`config.mk`:
```
export PLATFORM = sky130hd
export DESIGN_NAME = redun_mod_convert
export DESIGN_NICKNAME = d
export VERILOG_FILES = /design/src/rtl/redun_conv_pkg.sv /design/src/rtl/mod_cond_sub.sv /design/src/rtl/redun_mod_convert.sv
export SDC_FILE = /design/constraint.sdc
export NUM_CORES = 1
export LEC_CHECK = 0
export ABC_CLOCK_PERIOD_IN_PS = 5110
export CAP_MARGIN = 20
export CORE_MARGIN = 2
export CORE_UTILIZATION = 59
export DETAILED_ROUTE_END_ITERATION = 6
export GPL_TIMING_DRIVEN = 0
export HOLD_SLACK_MARGIN = 0.05
export PLACE_DENSITY_LB_ADDON = 0.1
export SETUP_SLACK_MARGIN = 0.4
export SLEW_MARGIN = 30
export SYNTH_ARGS = -nofsm -noshare
export SYNTH_HDL_FRONTEND = slang
export SYNTH_SLANG_ARGS = --single-unit
```
`constraint.sdc`:
```
create_clock -name i_clk -period 5.11 [get_ports i_clk]
set_input_delay 0.511 -clock i_clk [delete_from_list [all_inputs] [get_ports i_clk]]
set_output_delay 0.511 -clock i_clk [all_outputs]
set_load 0.03 [all_outputs]
```
`src/rtl/redun_conv_pkg.sv`:
```
// Shared types and width formulas for the redundant-to-canonical converter.
package redun_conv_pkg;

    typedef enum logic [1:0] {IDLE, CARRY, REDUCE, DONE} state_t;

    function automatic int unsigned bitlen(input logic [63:0] x);
        int unsigned r;
        r = 0;
        for (int i = 0; i < 64; i++) begin
            if (x[i]) r = i + 1;
        end
        return r;
    endfunction

    // Worst case: every coefficient at 2^COEF_BITS-1 still fits after propagation.
    function automatic int unsigned val_bits(input int unsigned i_word,
                                             input int unsigned word_bits,
                                             input int unsigned redun_bits);
        return i_word * word_bits + redun_bits + 1;
    endfunction

    function automatic int unsigned shifts(input int unsigned vbits, input int unsigned mbits);
        return vbits - mbits + 1;
    endfunction

endpackage

```
`src/rtl/mod_cond_sub.sv`:
```
// Conditional subtract: returns val - t when val >= t, else val (unsigned).
module mod_cond_sub #(
    parameter int unsigned W = 42
) (
    input  logic [W-1:0] val_i,
    input  logic [W-1:0] t_i,
    output logic [W-1:0] res_o
);

    always_comb begin
        res_o = val_i;
        if (val_i >= t_i) res_o = val_i - t_i;
    end

endmodule

```
`src/rtl/redun_mod_convert.sv`:
```
// Word-serial carry propagation followed by fixed-length restoring reduction mod MODULUS.
module redun_mod_convert import redun_conv_pkg::*; #(
    parameter int unsigned WORD_BITS       = 8,
    parameter int unsigned NUM_WORDS       = 4,
    parameter logic [WORD_BITS*NUM_WORDS-1:0] MODULUS = 128,
    parameter int unsigned REDUN_WORD_BITS = 1,
    parameter int unsigned I_WORD          = NUM_WORDS + 1,
    parameter int unsigned COEF_BITS       = WORD_BITS + REDUN_WORD_BITS,
    parameter int unsigned VAL_BITS        = val_bits(I_WORD, WORD_BITS, REDUN_WORD_BITS),
    parameter int unsigned MOD_BITS        = bitlen(64'(MODULUS)),
    parameter int unsigned SHIFTS          = shifts(VAL_BITS, MOD_BITS)
) (
    input  logic                                i_clk,
    input  logic                                i_rst,
    input  logic                                i_val,
    output logic                                o_rdy,
    input  logic [I_WORD-1:0][COEF_BITS-1:0]    i_dat,
    output logic                                o_val,
    input  logic                                i_rdy,
    output logic [NUM_WORDS*WORD_BITS-1:0]      o_dat
);

    localparam int unsigned CARRY_BITS = COEF_BITS + 1 - WORD_BITS;
    localparam int unsigned CNT_W      = (I_WORD > 1) ? $clog2(I_WORD) : 1;
    localparam int unsigned S_W        = (SHIFTS > 1) ? $clog2(SHIFTS) : 1;
    localparam int unsigned OUT_W      = NUM_WORDS * WORD_BITS;
    localparam logic [VAL_BITS-1:0] MOD_EXT = VAL_BITS'(MODULUS);

    state_t                             state_q, state_d;
    logic [I_WORD-1:0][COEF_BITS-1:0]   coef_q, coef_d;
    logic [CARRY_BITS-1:0]              carry_q, carry_d;
    logic [VAL_BITS-1:0]                val_q, val_d;
    logic [CNT_W-1:0]                   cnt_q, cnt_d;
    logic [S_W-1:0]                     s_q, s_d;
    logic                               rdy_q, oval_q;
    logic [OUT_W-1:0]                   dat_q, dat_d;

    logic [COEF_BITS:0]                 sum;
    logic [VAL_BITS-1:0]                t;
    logic [VAL_BITS-1:0]                sub_res;

    assign t = MOD_EXT << s_q;

    mod_cond_sub #(
        .W (VAL_BITS)
    ) u_mod_cond_sub (
        .val_i (val_q),
        .t_i   (t),
        .res_o (sub_res)
    );

    always_comb begin
        state_d = state_q;
        coef_d  = coef_q;
        carry_d = carry_q;
        val_d   = val_q;
        cnt_d   = cnt_q;
        s_d     = s_q;
        dat_d   = dat_q;
        sum     = {1'b0, coef_q[cnt_q]} + {{WORD_BITS{1'b0}}, carry_q};
        unique case (state_q)
            IDLE: begin
                if (i_val && rdy_q) begin
                    coef_d  = i_dat;
                    carry_d = '0;
                    val_d   = '0;
                    cnt_d   = '0;
                    state_d = CARRY;
                end
            end
            CARRY: begin
                val_d[cnt_q*WORD_BITS +: WORD_BITS] = sum[WORD_BITS-1:0];
                carry_d = sum[COEF_BITS:WORD_BITS];
                if (cnt_q == CNT_W'(I_WORD - 1)) begin
                    val_d[VAL_BITS-1 -: CARRY_BITS] = sum[COEF_BITS:WORD_BITS];
                    s_d     = S_W'(SHIFTS - 1);
                    state_d = REDUCE;
                end else begin
                    cnt_d = cnt_q + 1'b1;
                end
            end
            REDUCE: begin
                val_d = sub_res;
                if (s_q == '0) begin
                    dat_d   = sub_res[OUT_W-1:0];
                    state_d = DONE;
                end else begin
                    s_d = s_q - 1'b1;
                end
            end
            DONE: begin
                if (i_rdy) state_d = IDLE;
            end
            default: state_d = IDLE;
        endcase
    end

    // Handshake outputs are registered decodes of the next state.
    always_ff @(posedge i_clk or posedge i_rst) begin
        if (i_rst) begin
            state_q <= IDLE;
            coef_q  <= '0;
            carry_q <= '0;
            val_q   <= '0;
            cnt_q   <= '0;
            s_q     <= '0;
            rdy_q   <= 1'b0;
            oval_q  <= 1'b0;
            dat_q   <= '0;
        end else begin
            state_q <= state_d;
            coef_q  <= coef_d;
            carry_q <= carry_d;
            val_q   <= val_d;
            cnt_q   <= cnt_d;
            s_q     <= s_d;
            rdy_q   <= (state_d == IDLE);
            oval_q  <= (state_d == DONE);
            dat_q   <= dat_d;
        end
    end

    assign o_rdy = rdy_q;
    assign o_val = oval_q;
    assign o_dat = dat_q;

endmodule
```
### Word-level counts from Yosys, hierarchy flattened

Cells that the tools add are included.

* word-level logic and storage cells: 68
* input port bits: 49
* register bits after elaboration: 134
* output and inout bits: 34

* reduce and logical (&&, ||, !) cells: 14
* equal/unequal tests: 10
* $lt $le $gt $ge: 2
* shifts and indexed selects: 3
* add/subtract/negate cells: 5
* multiplexer cells: 20

Operator list (number)
* case mux 42 bit (3 select lines): 1
* 2-to-1 mux 42 bit: 2
* bitwise mux 42 bit: 1
* greater-or-equal comparator 42 bit: 1
* variable shift 8 x 34 -> 42 bit, first input constant: 1
* variable part select 8 x 34 -> 42 bit: 1
* << shifter 8 x 6 -> 42 bit, first input constant: 1
* subtractor 42 bit: 1
* negator 6 -> 34 bit: 1
* binary-select mux 9 bit (select 3 bit): 1
* 2-to-1 mux 2 bit: 6
* 2-to-1 mux 6 bit: 2
* case mux 6 bit (2 select lines): 1
* adder 9 x 2 -> 10 bit: 1
* 2-to-1 mux 9 bit: 1
* AND reduction 3 bit: 3
* != test 2 bit, second input constant: 4
* case mux 2 bit (4 select lines): 1
* AND reduction 2 bit: 4
* == test 2 bit, second input constant: 3
* logical NOT 6 bit: 1
* 2-to-1 mux 3 bit: 2
* case mux 3 bit (2 select lines): 1
* subtractor 6 x 1 -> 6 bit, second input constant: 1
* other kinds (10): 12

### Logic depth before layout (Yosys ltp)

Gate-level depths: netlist of the first run.

* word-level depth: 7
* depth in mapped cells: 16
* gate-level depth less buffers: 13

### Cells and area by module

A second synthesis of the first run with hierarchy kept.

* cells, all modules: 1198
* area total of the unflattened synthesis: 10176.0 µm²

By module, submodules not included
* redun_mod_convert: sequential area each 3353.2 µm², cells an instance 700, instances 1, area an instance 7111.8 µm²
* mod_cond_sub: sequential area each 0.0 µm², cells an instance 498, instances 1, area an instance 3064.2 µm²

### Worst setup path after synthesis of the first run

OpenSTA, ideal clock, no wires.

* path kind: reg-to-reg
* from: register s_q[4]
* to: register val_q[7]
* library setup time: 141 ps
* stages on the path, launching flop included: 15
* path buffers: 2
* path slack: 1616 ps
* required time: 4969 ps
* data arrival time: 3353 ps
* period minus slack after synthesis: 3494 ps
* path through: dfrtp_1 > clkbuf_1 > nor2b_1 > nor2b_1 > nand3_1 > ha_1 > a211oi_1 > o21ai_0 > a41oi_1 > nand2_1 > o21ai_1 > nand2_1 > buf_4 > o21ai_0 > o221ai_1

* cells in the longest elaborated chain, start to end: 4
* elaborated cells between the ends (all ways): 5
* those cells by class: add/sub: 1; order compare: 1; shift: 1; mux: 2

RTL lines
* from (decl): line redun_mod_convert.sv:34 `logic [S_W-1:0] s_q, s_d;`
* from (signal assigned): line redun_mod_convert.sv:106 `s_q <= '0;`
* from (signal assigned): line redun_mod_convert.sv:116 `s_q <= s_d;`
* << shifter 8 x 6 -> 42 bit (*): line redun_mod_convert.sv:42 `assign t = MOD_EXT << s_q;`
* subtractor 42 bit / greater-or-equal comparator 42 bit (equally long branches): line mod_cond_sub.sv:12 `if (val_i >= t_i) res_o = val_i - t_i;`
* 2-to-1 mux 42 bit (*): line mod_cond_sub.sv:12
* case mux 42 bit (3 select lines) (*): line redun_mod_convert.sv:61 `unique case (state_q)`
* to (signal assigned): line redun_mod_convert.sv:114 `val_q <= val_d;`
* to (decl): line redun_mod_convert.sv:32 `logic [VAL_BITS-1:0] val_q, val_d;`

Every way passes the cells marked *; elsewhere a longest branch is shown, timed or not. The select of a mux whose other input is x is not followed.
A chain may end at the register's enable or synchronous reset.

### Worst setup path in the final report of the first run

* from: register s_q[0]
* to: register val_q[37]

* cells in the longest elaborated chain, start to end: 4
* elaborated cells between the ends (all ways): 7
* those cells by class: add/sub: 1; order compare: 1; eq/ne: 1; shift: 1; mux: 2; reduce/logical: 1

RTL lines (line)
* << shifter 8 x 6 -> 42 bit (*): redun_mod_convert.sv:42
* subtractor 42 bit / greater-or-equal comparator 42 bit (equally long branches): mod_cond_sub.sv:12
* 2-to-1 mux 42 bit / != test 2 x 1 -> 1 bit (equally long branches)
* case mux 42 bit (3 select lines) / AND reduction 3 bit (equally long branches)

Marks and branches as above.

==> flow_metrics.py, run 1 <==
metrics = {
    "timing": {
        "final_hold_viol_count": 0,
        "fin_crit_ps": 4610,
        "fmax_mhz": 217,
        "worst_pin_slew_ps": 802,
        "setup_viol": 0,
        "fin_skew_ps": 11.9,
        "holdWs_ps": 456,
        "rsz0062_at_grt": "false",
        "finalMaxSlewViolations": 0,
        "max-slew-margin-rel": 0.460,
        "period_share": 0.902,
    },
    "logic_synthesis": {
        "seq_area_frac_synth": 0.379,
        "synth_mux_area_frac": 0.0979,
        "ys_ff_latch": 134,
        "yosys.area_share.adder": 0.0787,
        "synth_area_um2": 8840,
        "synth_flop_cell": "dfrtp_1",
        "syn-num-nets": 1073,
        "synth_xor_area_frac": 0.0357,
        "synth-compound-area-share": 0.200,
        "netlist_instances": 969,
        "synth_top_family_by_area": "compound AO/OA/AOI/OAI gates",
        "synthArstFlopShare": 1.00,
        "synthSimpleGateAreaFrac": 0.171,
        "synth_cell_type_count": 74,
        "synth.avg_cell_area_um2": 9.13,
        "synth_edf_count": 0,
        "yosysWarnings": 0,
    },
    "critical_path": {
        "crit_type": "register to register",
        "cp.required_ps": 5480,
        "crit_slowest_cell": "a2111oi_0",
        "crit_arrival_ps": 4970,
        "crit_path_end_kind": "register",
        "crit_chain": "inv_1 -> ha_1 -> and2_1 -> nand2_1 -> ha_1 -> clkbuf_1 -> nand2_1 -> o31ai_1 -> o21ai_1 -> a21boi_2 -> o21a_1 -> buf_2 -> nor2_2 -> a2111oi_0 -> a221o_1",
        "startpoint_type": "register",
        "cp_slowest_stage_delay_ps": 740,
        "rrSetupSlack_ps": 500,
        "crit_family": "compound AO/OA/AOI/OAI gates",
        "crit_path_max_fanout": 9,
        "critPathBufInv": 3,
    },
    "clocking": {
        "cts_buffers": 17,
        "cts_tree": "done",
        "htree_levels": 4,
        "cts_buffer_depth": 2,
        "cts_hold_buf": 0,
        "clkLatencyLatePin_ps": 430,
        "clock_sinks": 134,
        "cts_root_buffer": "clkbuf_16",
        "path_clk_slew_ps": 70,
    },
    "final_layout": {
        "final_util": 0.724,
        "final_layout_size_suffix_gt1_frac": 0.112,
        "antennaDiodeCount": 0,
        "finalNetCount": 1175,
        "area_growth_pct": 19.4,
    },
    "die": {
        "dieArea_um2": 16000,
        "num_rows": 44,
        "coreArea_um2": 14600,
        "start_util": 0.606,
        "ioPinCount": 83,
        "die_w_um": 126,
        "die_height_um": 126,
    },
    "route": {
        "dr.first_iter.drc_count": 1049,
        "dr.pass1.iters": 7,
        "wl_mm": 27.1,
        "vias": 8275,
        "viasPerCell": 6.53,
        "antenna_left": 0,
        "drc": 6,
        "wl_per_cell_um": 21.4,
    },
    "power": {
        "powerDensity_nw_per_um2": 714,
        "vdd_drop_max_uv": 390,
        "leakage_uw": 0.00457,
    },
    "job": {
        "maxCapViolCount": 0,
    },
    "status": {
        "violations": "DRC",
        "status": "complete, but fails checks",
    },
    "global_routing": {
        "grt_pass1_vias": 7940,
        "grt_pass1_wl_mm": 43.2,
        "antenna_found_initial": 0,
        "grt_usage": 0.347,
        "grt_max_degree": 92,
        "grt.overflow.total": 0,
    },
    "placement": {
        "gp_congestion": 1.01,
        "port_buffers": 82,
        "dp_hpwl_mm": 20.0,
    },
    "worst_hold_path": {
        "worstHoldPathType": "input port to asynchronous set/reset pin",
    },
}
## synthesized netlist by cell type, types with 4 or more instances
library cell  instances  area [um^2]
o211ai_1              6         45.0
ha_1                 54          676
o221ai_1              7         61.3
and2_1                7         43.8
a21oi_1              52          260
a221o_1               9         90.1
and3_1               11         68.8
xor2_1               11         96.3
mux2_2               52          586
o21a_1                7         52.6
o2bb2ai_1             4         35.0
a22oi_1              11         82.6
a22o_1                6         52.6
or3_1                 4         25.0
a2111oi_0             5         43.8
nand4_1               9         56.3
xnor2_1              25          219
nor3_1               24          120
nand3_1              44          220
nor2b_1              11         68.8
o31ai_1              11         82.6
mux2i_1              28          280
o21ai_1               4         20.0
a21o_1               15          113
a211oi_1              8         60.1
o21ai_0              70          350
a31oi_1              12         75.1
inv_1                33          124
nand2b_1              8         50.1
nor2_1               57          214
clkbuf_1             36          135
o22ai_1               7         43.8
a221oi_1              7         61.3
dfrtp_1             134         3350
buf_2                 6         30.0
nor4_1                7         43.8
nand2_1             113          424
## layer usage
metal	GRT usage	wire length [um]	share of wire	vias up
met5	0	0	0	-
met4	0.134	1080	0.040	0
met3	0.0831	2690	0.099	87
met2	0.545	12300	0.45	480
met1	0.467	11000	0.41	3939
li1	-	-	-	3769
## through the flow
stage / worst slack (ps) / setup TNS (ps) / cells / power (uW) / area, um^2
5_1_grt: 434 / 0 / 1268 / 7940 / 10600
2_1_floorplan: 1020 / 0 / 969 / 4730 / 8840
3_3_place_gp: -822 / -109100 / 1235 / 6000 / 9890
3_5_place_dp: 4.50 / 0 / 1236 / 6070 / 9930
4_1_cts: 434 / 0 / 1268 / 7340 / 10500
6_report: 503 / 0 / 1268 / 7540 / 10600
## final cells by class
class	instances	area, um^2
buffer	49	216
clock buffer	18	439
clock inverter	14	136
fill	1157	4030
inverter	33	131
multi-input combinational	753	5200
sequential	134	3350
tap	184	230
timing repair buffer	83	848
## layout by cell type (no fill, tap or decap), types with 12 or more instances in the layout
cell             count
inv_1               32
nand3_1             44
clkdlybuf4s50_1     82
dfrtp_1            134
a21oi_1             52
nand2_1            112
mux2_2              52
mux2i_1             28
nor2_1              56
o21ai_0             69
nor3_1              22
a31oi_1             12
a21o_1              15
ha_1                54
clkbuf_1            33
xnor2_1             23
clkbuf_16           17
## state kept, by name, summed over array words and instances (netlist names)
signal / flops
val_q: 42
s_q: 6
o_val: 1
o_rdy: 1
o_dat: 32
coef_q: 45
state_q: 2
carry_q: 2
cnt_q: 3
## power breakdown
| group | leakage (uW) | internal [uW] | switching (uW) |
|---|---|---|---|
| registers | 0.00168 | 1360 | 186 |
| clock network | 0.000280 | 694 | 518 |
| logic | 0.00262 | 1710 | 3070 |
| total | 0.00457 | 3760 | 3770 |
## kinds of logic (layout without fill, tap and decap cells)
family / count (synthesis) / after routing
compound gates: 265 / 265
buf+inv: 82 / 197
flops: 134 / 134
simple gates: 317 / 317
mux: 80 / 80
xor+xnor: 36 / 36
fa+ha+maj: 55 / 55
## timing repair
| action | 4_1_cts | 5_1_grt |
|---|---|---|
| buffers inserted | 0 | 0 |
| endpoints found under the setup margin | 41 | 48 |
| hold endpoints to repair | 0 | 0 |
| resized for setup | 3 | 14 |
## worst paths after layout
path	to	cells after the start	start
worst max-delay path	val_q[37]	15	s_q[0]
worst min-delay path	o_dat[3]	2	i_rst
min in group i_clk	o_dat[15]	2	o_dat[15]
worst min register to register	o_dat[15]	2	o_dat[15]
worst max register to register	val_q[37]	15	s_q[0]
max in group asynchronous	val_q[41]	3	i_rst
(Power assumes the default switching activity.)
==> run 2, diff against run 1 <==
--- a/config.mk
+++ b/config.mk
@@ -7,8 +7,8 @@
 export LEC_CHECK = 0
 export ABC_CLOCK_PERIOD_IN_PS = 5110
 export CAP_MARGIN = 20
-export CORE_MARGIN = 2
-export CORE_UTILIZATION = 59
+export CORE_MARGIN = 1.5
+export CORE_UTILIZATION = 45
 export DETAILED_ROUTE_END_ITERATION = 6
 export GPL_TIMING_DRIVEN = 0
 export HOLD_SLACK_MARGIN = 0.05
==> run 2 against run 1 <==
Compared with the run above:
- the run now ends clean
- cell count grew 6.4%
- design area grew 0.94%
- critical path depth shrank 2
- clock-buffer cell count grew 2
- sequential share of layout area shrank 0.29 points
- combinational power shrank 2%
- utilization shrank 17 points
- clock skew shrank 0.77 ps
- first-iteration DRC count shrank 45%
- highest routed layer unchanged
==> flow_metrics.py, run 2 (synthesis gave the netlist of run 1 again) <==
metrics = {
    "global_routing": {
        "grt_pass1_wl_mm": 43.4,
        "grt.overflow.total": 0,
        "grt_usage": 0.281,
        "grt_pass1_vias": 7672,
        "antenna_found_initial": 0,
        "grt_max_degree": 73,
    },
    "route": {
        "antenna_left": 0,
        "drc": 0,
        "vias": 7924,
        "dr.pass1.iters": 7,
        "wl_mm": 27.4,
        "wl_per_cell_um": 20.3,
        "viasPerCell": 5.87,
        "dr.first_iter.drc_count": 582,
    },
    "placement": {
        "port_buffers": 82,
        "placed_area_um2": 10000,
        "gp_congestion": 0.940,
        "dp_hpwl_mm": 20.7,
    },
    "timing": {
        "setup_viol": 0,
        "totalNegativeSetupSlack_ps": 0,
        "final_hold_viol_count": 0,
        "fin_crit_ps": 4490,
        "rsz0062_at_grt": "true",
        "fmax_mhz": 223,
        "worst_pin_slew_ps": 1020,
        "fin_skew_ps": 11.2,
        "max-slew-margin-rel": 0.318,
        "period_share": 0.879,
        "finalMaxSlewViolations": 0,
    },
    "final_layout": {
        "layout_commonest_cell": "dfrtp_1",
        "antennaDiodeCount": 0,
        "area_growth_pct": 20.5,
        "final_design_area_no_fill_um2": 10700,
        "fillCellCount": 1846,
        "finalNetCount": 1175,
        "final_layout_size_suffix_gt1_frac": 0.108,
        "regMostFlops": "coef_q",
        "final_cell_mix": "134 x dfrtp_1, 113 x nand2_1, 82 x clkdlybuf4s50_1, 69 x o21ai_0, 56 x nor2_1",
        "largest_reg_flops": 45,
    },
    "die": {
        "die_height_um": 143,
        "num_rows": 51,
        "start_util": 0.456,
        "dieArea_um2": 20500,
        "coreArea_um2": 19400,
        "ioPinCount": 83,
        "die_w_um": 143,
    },
    "power": {
        "leakage_uw": 0.00457,
        "vdd_drop_max_uv": 349,
        "powerDensity_nw_per_um2": 704,
    },
    "clocking": {
        "clkLatencyLatePin_ps": 430,
        "cts_buffer_depth": 2,
        "path_clk_slew_ps": 60,
        "cts_buffers": 17,
        "cts_tree": "done",
        "cts_root_buffer": "clkbuf_16",
        "clock_sinks": 134,
        "cts_hold_buf": 0,
        "htree_levels": 4,
        "post-cts-setup-buffer-count": 0,
    },
    "status": {
        "status": "finished, final reports clean",
    },
    "critical_path": {
        "reg2reg_depth": 13,
        "crit_path_max_fanout": 10,
        "crit_slowest_cell": "a2111oi_0",
        "cp.required_ps": 5480,
        "startpoint_type": "register",
        "crit_type": "register to register",
        "rrSetupSlack_ps": 620,
        "worstReg2RegEnd": "val_q[37]",
        "endpoint": "val_q[37]",
        "crit_chain": "buf_1 -> clkbuf_1 -> nand3_1 -> ha_1 -> nand4_1 -> nor4_2 -> a41o_1 -> o221a_1 -> or2_1 -> buf_6 -> nor2_2 -> a2111oi_0 -> a221o_1",
        "worstReg2RegStart": "s_q[2]",
        "crit_path_end_kind": "register",
        "cp_slowest_stage_delay_ps": 780,
        "startpoint": "s_q[2]",
        "crit_arrival_ps": 4860,
    },
    "worst_hold_path": {
        "worstHoldPathType": "register to register",
    },
    "job": {
        "maxCapViolCount": 0,
    },
}
-- run 2: timing repair --
action	4_1_cts	5_1_grt
resized for setup	2	10
endpoints found under the setup margin	26	20
hold endpoints to repair	0	0
gates cloned	0	0
-- run 2: area by class of cell --
class	instances	area, um^2	area share
multi-input combinational	753	5190	0.487
sequential	134	3350	0.315
timing repair buffer	83	848	0.0796
clock buffer	20	457	0.0429
tap	265	332	0.0311
buffer	49	214	0.0201
inverter	33	131	0.0123
clock inverter	12	129	0.0121
-- run 2: worst min-delay path by stage --
stage | startpoint | endpoint | slack [ps] | cells past startpoint
final | o_dat[21] | o_dat[21] | 480 | 2
after global routing | o_dat[25] | o_dat[25] | 500 | 2
after CTS | o_dat[21] | o_dat[21] | 480 | 2
after detailed placement | o_dat[3] | o_dat[3] | 470 | 2
after global placement | o_dat[4] | o_dat[4] | 460 | 2
after floorplan | val_q[2] | o_dat[2] | 450 | 2
-- run 2: power by group --
| part | switching [uW] | internal, uW | total (uW) |
|---|---|---|---|
| combinational | 3000 | 1700 | 4700 |
| sequential | 182 | 1360 | 1540 |
| clock | 541 | 713 | 1250 |
| total | 3720 | 3780 | 7500 |
-- run 2: per-stage QoR --
| step | util | setup slack [ps] | total power, uW | std cells | hold WS [ps] |
|---|---|---|---|---|---|
| final | 0.549 | 616 | 7500 | 1349 | 476 |
| after global routing | 0.549 | 383 | 7980 | 1349 | 497 |
| after CTS | 0.548 | 444 | 7430 | 1349 | 484 |
| after detailed placement | 0.517 | 155 | 6140 | 1317 | 468 |
| after global placement | 0.515 | -1080 | 6120 | 1316 | 461 |
| after floorplan | - | 1020 | 4730 | 969 | 452 |
-- run 2: routing by layer --
layer,global-route usage,share of wire,wire [um],vias up
met3,0.0570,0.055,1520,68
met5,0,0,0,-
met4,0.126,0.040,1110,0
met2,0.456,0.47,12800,270
met1,0.360,0.44,11900,3814
li1,-,-,-,3772
-- run 2: critical path, delay by kind of cell (launching register included) --
| family | cells | cell delay [ps] |
|---|---|---|
| AOI/OAI and AO/OA | 4 | 1440 |
| and+or+nand+nor | 5 | 1160 |
| buffers and inverters | 3 | 1000 |
| adders and majority gates | 1 | 430 |
| DFF | 1 | 400 |
